`config.mk`:
```
export PLATFORM = sky130hd
export DESIGN_NAME = seg_scan
export DESIGN_NICKNAME = d
export VERILOG_FILES = /design/src/rtl/seg_pkg.sv /design/src/rtl/seg_scan_tick_div.sv /design/src/rtl/seg_scan.sv
export SDC_FILE = /design/constraint.sdc
export NUM_CORES = 1
export LEC_CHECK = 0
export CORE_MARGIN = 2
export CORE_UTILIZATION = 40
export CTS_BUF_LIST = sky130_fd_sc_hd__clkbuf_4
export DETAILED_ROUTE_END_ITERATION = 8
export RECOVER_POWER = 50
export SLEW_MARGIN = 5
export SYNTH_ARGS = -nofsm -noshare
export SYNTH_HDL_FRONTEND = slang
export SYNTH_SLANG_ARGS = --single-unit
```
`constraint.sdc`:
```
create_clock -name clk -period 2.4 [get_ports clk]
set_clock_uncertainty 0.2 [all_clocks]
set_input_delay 0.48 -clock clk [delete_from_list [all_inputs] [get_ports clk]]
set_output_delay 0.48 -clock clk [all_outputs]
set_load 0.01 [all_outputs]
```
`src/rtl/seg_pkg.sv`:
```
// Shared constants for the multiplexed 7-segment display blocks.
package seg_pkg;

    localparam logic AN_OFF = 1'b1;
    localparam logic AN_ON  = 1'b0;

    // A single-digit display still needs a 1-bit index register.
    function automatic int seg_idx_w(input int digits);
        return (digits > 1) ? $clog2(digits) : 1;
    endfunction

endpackage

```
`src/rtl/seg_scan_tick_div.sv`:
```
// Free-running prescaler: cnt walks 0..DIV-1 and tick marks the last count.
module tick_div #(
    parameter int DIV   = 50000,
    parameter int CNT_W = $clog2(DIV)
) (
    input  logic             clk,
    input  logic             reset,
    output logic [CNT_W-1:0] cnt,
    output logic             tick
);

    logic [CNT_W-1:0] cnt_q;
    logic [CNT_W-1:0] cnt_d;

    always_comb begin
        tick  = (cnt_q == CNT_W'(DIV - 1));
        cnt_d = tick ? '0 : cnt_q + 1'b1;
    end

    always_ff @(posedge clk) begin
        if (reset) begin
            cnt_q <= '0;
        end else begin
            cnt_q <= cnt_d;
        end
    end

    assign cnt = cnt_q;

endmodule

```
`src/rtl/seg_scan.sv`:
```
// Time-multiplexed scanner for a common-anode 7-segment display with dead time,
// leading-zero blanking and per-digit decimal points; feeds an external BCD7 decoder.
module seg_scan
    import seg_pkg::*;
#(
    parameter int DIGITS = 4,
    parameter int DIV    = 50000,
    parameter int DEAD   = 16
) (
    input  logic                  clk,
    input  logic                  reset,
    input  logic                  load,
    input  logic [4*DIGITS-1:0]   value,
    input  logic [DIGITS-1:0]     dp_in,
    input  logic                  blank_lz,
    output logic [3:0]            digit,
    output logic                  blank,
    output logic                  dp,
    output logic [DIGITS-1:0]     an
);

    localparam int IDX_W = seg_idx_w(DIGITS);
    localparam int CNT_W = $clog2(DIV);

    logic [CNT_W-1:0]    cnt;
    logic                tick;
    logic                in_dead;

    logic [IDX_W-1:0]    idx_q, idx_d;
    logic [4*DIGITS-1:0] value_q, value_d;
    logic [DIGITS-1:0]   dp_q, dp_d;
    logic                blz_q, blz_d;

    logic [3:0]          digit_q, digit_d;
    logic                blank_q, blank_d;
    logic                dp_out_q, dp_out_d;
    logic [DIGITS-1:0]   an_q, an_d;

    logic [DIGITS-1:0]   lz_vec;
    logic [3:0]          nib_sel;
    logic                lz_sel;
    logic                dp_sel;

    tick_div #(
        .DIV   (DIV),
        .CNT_W (CNT_W)
    ) u_tick_div (
        .clk   (clk),
        .reset (reset),
        .cnt   (cnt),
        .tick  (tick)
    );

    generate
        if (DEAD == 0) begin : g_no_dead
            assign in_dead = 1'b0;
        end else begin : g_dead
            assign in_dead = (cnt < CNT_W'(DEAD));
        end
    endgenerate

    always_comb begin
        idx_d   = idx_q;
        if (tick) begin
            idx_d = (idx_q == IDX_W'(DIGITS - 1)) ? '0 : idx_q + 1'b1;
        end
        value_d = load ? value    : value_q;
        dp_d    = load ? dp_in    : dp_q;
        blz_d   = load ? blank_lz : blz_q;
    end

    // A digit is a leading zero when it and every more significant nibble are zero.
    always_comb begin : lz_scan
        logic zero_above;
        zero_above = 1'b1;
        lz_vec     = '0;
        for (int i = DIGITS - 1; i >= 0; i--) begin
            zero_above = zero_above && (value_q[4*i +: 4] == 4'h0);
            lz_vec[i]  = blz_q && (i != 0) && zero_above;
        end
    end

    always_comb begin
        nib_sel = 4'h0;
        lz_sel  = 1'b0;
        dp_sel  = 1'b0;
        for (int i = 0; i < DIGITS; i++) begin
            if (idx_q == IDX_W'(i)) begin
                nib_sel = value_q[4*i +: 4];
                lz_sel  = lz_vec[i];
                dp_sel  = dp_q[i];
            end
        end
    end

    always_comb begin
        digit_d  = nib_sel;
        blank_d  = in_dead || lz_sel;
        dp_out_d = !blank_d && dp_sel;
        an_d     = {DIGITS{AN_OFF}};
        for (int i = 0; i < DIGITS; i++) begin
            if (!blank_d && (idx_q == IDX_W'(i))) begin
                an_d[i] = AN_ON;
            end
        end
    end

    always_ff @(posedge clk) begin
        if (reset) begin
            idx_q    <= '0;
            value_q  <= '0;
            dp_q     <= '0;
            blz_q    <= 1'b0;
            digit_q  <= 4'h0;
            blank_q  <= 1'b1;
            dp_out_q <= 1'b0;
            an_q     <= {DIGITS{AN_OFF}};
        end else begin
            idx_q    <= idx_d;
            value_q  <= value_d;
            dp_q     <= dp_d;
            blz_q    <= blz_d;
            digit_q  <= digit_d;
            blank_q  <= blank_d;
            dp_out_q <= dp_out_d;
            an_q     <= an_d;
        end
    end

    assign digit = digit_q;
    assign blank = blank_q;
    assign dp    = dp_out_q;
    assign an    = an_q;

endmodule

```
==> out/metrics.cfg <==
[outcome]
status=finished clean

[clock_tree]
numCtsBuffers=5
cts_max_level=2
clk_pin_slew_worst_paths_ns=0.12
cts_resized=0
postCtsSetupBuffers=0
clk_latency_ns=0.36
clk_path_buf_depth=2
cts-root-buf=clkbuf_4
hold_buffers=0
cts_sinks=49
cts_tree=done

[timing]
finalSetupViolations=0
setup-tns-final_ns=0
fin_crit_ns=1.92
fin_crit_sh=0.801
hold_ws_ns=0.294
fmax_ghz=0.520
hold_violations=0
rsz0062_at_grt=no
worst_slew_pin_slew_ns=0.713
slew_viol_final=0
slew_headroom=0.525

[pwr]
ir_drop_mv=0.329
pwr-share-comb=0.087
p_leak_nw=0.958
sw_frac_of_total=0.221
powerDensity_nw_per_um2=576
clkPwrFrac=0.327
p_int_mw=1.14
pwr-share-seq=0.586
switching_power_uw=325

[logic_synthesis]
synthAdderAreaFrac=0.0300
synth_top_family_by_area=simple AND/OR/NAND/NOR gates
syn-instance-count=222
ys_ff_latch=49
syn_area_um2=2080
synth_xor_area_frac=0.0588
yosysWarnings=0
synth_nets=251
ys_seq_area_frac=0.471
synth.avg_cell_area_um2=9.39
synth_edf_count=0
synth_compound_area_frac=0.0582
synth-simple-area-share=0.234
async_flop_share=0
synthDistinctLibCells=36
ys.flop_type=dfxtp_1
synthMuxAreaShare=0.111

[cells_and_area]
fin_cells=326
final_cell_mix=dfxtp_1, nor2_1, clkdlybuf4s50_1, mux2i_1, nand2_1
area.growth.synth_to_final_pct=22.4
drive_gt1_frac=0.0781
nets=284
design_area_um2=2550
diodes=0
layout_commonest_cell=dfxtp_1

[grt]
grt_pass1_wl_um=6920
grt_antenna_before_repair=0
grt_start_max_net_pins=22
grt_usage=0.146
overflow=0
grt_pass1_vias=1522

[route]
wirelength_um=4080
ant_nets=0
firstDrtPassIters=4
route.detailed.drc=0
drt_iter0_markers=60
post_drt_wl_per_cell_um=12.5
post_drt_via_cell_ratio=4.86
vias=1584

[worst_hold_path]
min-delay-start=u_tick_div.cnt[0]$_SDFF_PP0_
worstHoldPathType=reg2reg

[die]
die_area_um2=5800
io_pins=34
core_um2=5070
num_rows=26
die_w_um=76.2
initial_core_util=0.411
die_h_um=76.2

[job]
max_cap_viol_count=0

[setup_path]
path_max_fanout=15
crit_start=u_tick_div.cnt[0]$_SDFF_PP0_
crit_type=reg2reg
cp.required_ns=2.44
cpPeakStageDelay_ns=0.41
end_kind=flip-flop
cp_top_family=simple AND/OR/NAND/NOR gates
critPathBufInv=0
cpMaxStageDelayCell=a31o_2
rr_startpoint=u_tick_div.cnt[0]$_SDFF_PP0_
critPathArrivalTime_ns=1.96
cp_cell_sequence=ha_1, nand3_2, nor3_1, a31o_2, nor2_1
startpoint_type=flip-flop

[placed_design]
place_congestion=0.805
post_dp_cell_area_um2=2480
port-buffer-count=33
hpwl_um=2920
place_inst=318

per-layer routing:
metal | GRT usage | part of all wire | vias to the layer above
met2 | 0.243 | 0.46 | 26
met5 | 0 | 0 | -
met4 | 0.0545 | 0.011 | 0
li1 | - | - | 820
met3 | 0.0332 | 0.039 | 5
met1 | 0.184 | 0.49 | 733
layout make-up:
type                            instances  area, µm²
Timing Repair Buffer                   36        350
Tap cell                               70       87.6
Clock inverter                          2       33.8
Multi-Input combinational cell        154       1020
Fill cell                             509       2520
Inverter                                9       33.8
Sequential cell                        49        981
Clock buffer                            6       45.0
state kept, by name, summed over array words and instances, names as in the netlist:
name / flops
u_tick_div.cnt: 16
idx_q: 2
digit: 4
an: 4
blank: 1
blz_q: 1
dp: 1
value_q: 16
dp_q: 4
stage by stage:
stage / utilization / setup slack, ns / power (mW)
after global placement: 0.489 / 0.415 / 1.01
after floorplan: - / 0.720 / 0.946
after detailed placement: 0.489 / 0.353 / 1.01
final: 0.503 / 0.477 / 1.47
after CTS: 0.504 / 0.471 / 1.49
after global routing: 0.503 / 0.342 / 1.53
synth_stat cells (4+ instances only):
master | instances | area share
ha_1 | 5 | 0.030
nor4_2 | 5 | 0.030
nand3b_1 | 5 | 0.018
nor3_1 | 6 | 0.014
nand2_1 | 15 | 0.027
nand3_1 | 6 | 0.014
dfxtp_1 | 49 | 0.47
clkbuf_1 | 6 | 0.011
mux2i_1 | 22 | 0.11
o22ai_1 | 4 | 0.012
xor2_1 | 4 | 0.017
nor2_1 | 39 | 0.070
a21oi_1 | 10 | 0.024
inv_1 | 9 | 0.016
xnor2_1 | 10 | 0.042
final timing paths:
path | endpoint | slack [ns] | cells past startpoint
worst max-delay path | u_tick_div.cnt[6]$_SDFF_PP0_ | 0.48 | 5
worst max register to register | u_tick_div.cnt[6]$_SDFF_PP0_ | 0.48 | 5
worst min-delay path | u_tick_div.cnt[0]$_SDFF_PP0_ | 0.29 | 1
worst min register to register | u_tick_div.cnt[0]$_SDFF_PP0_ | 0.29 | 1
power by group through the flow:
| stage | clock [mW] | sequential [mW] | combinational [mW] |
|---|---|---|---|
| final | 0.481 | 0.861 | 0.128 |
| after global routing | 0.521 | 0.865 | 0.142 |
| after CTS | 0.497 | 0.861 | 0.131 |
| after detailed placement | 0 | 0.879 | 0.130 |
| after global placement | 0 | 0.879 | 0.129 |
| after floorplan | 0 | 0.875 | 0.0712 |
cells by family after synthesis:
kind of cell	count (synthesis)
AOI/OAI and AO/OA	20
xor gates and xnor gates	14
adders and majority gates	5
buffers and inverters	19
DFF	49
muxes	23
and+or+nand+nor	92
(Power assumes the default switching activity.)
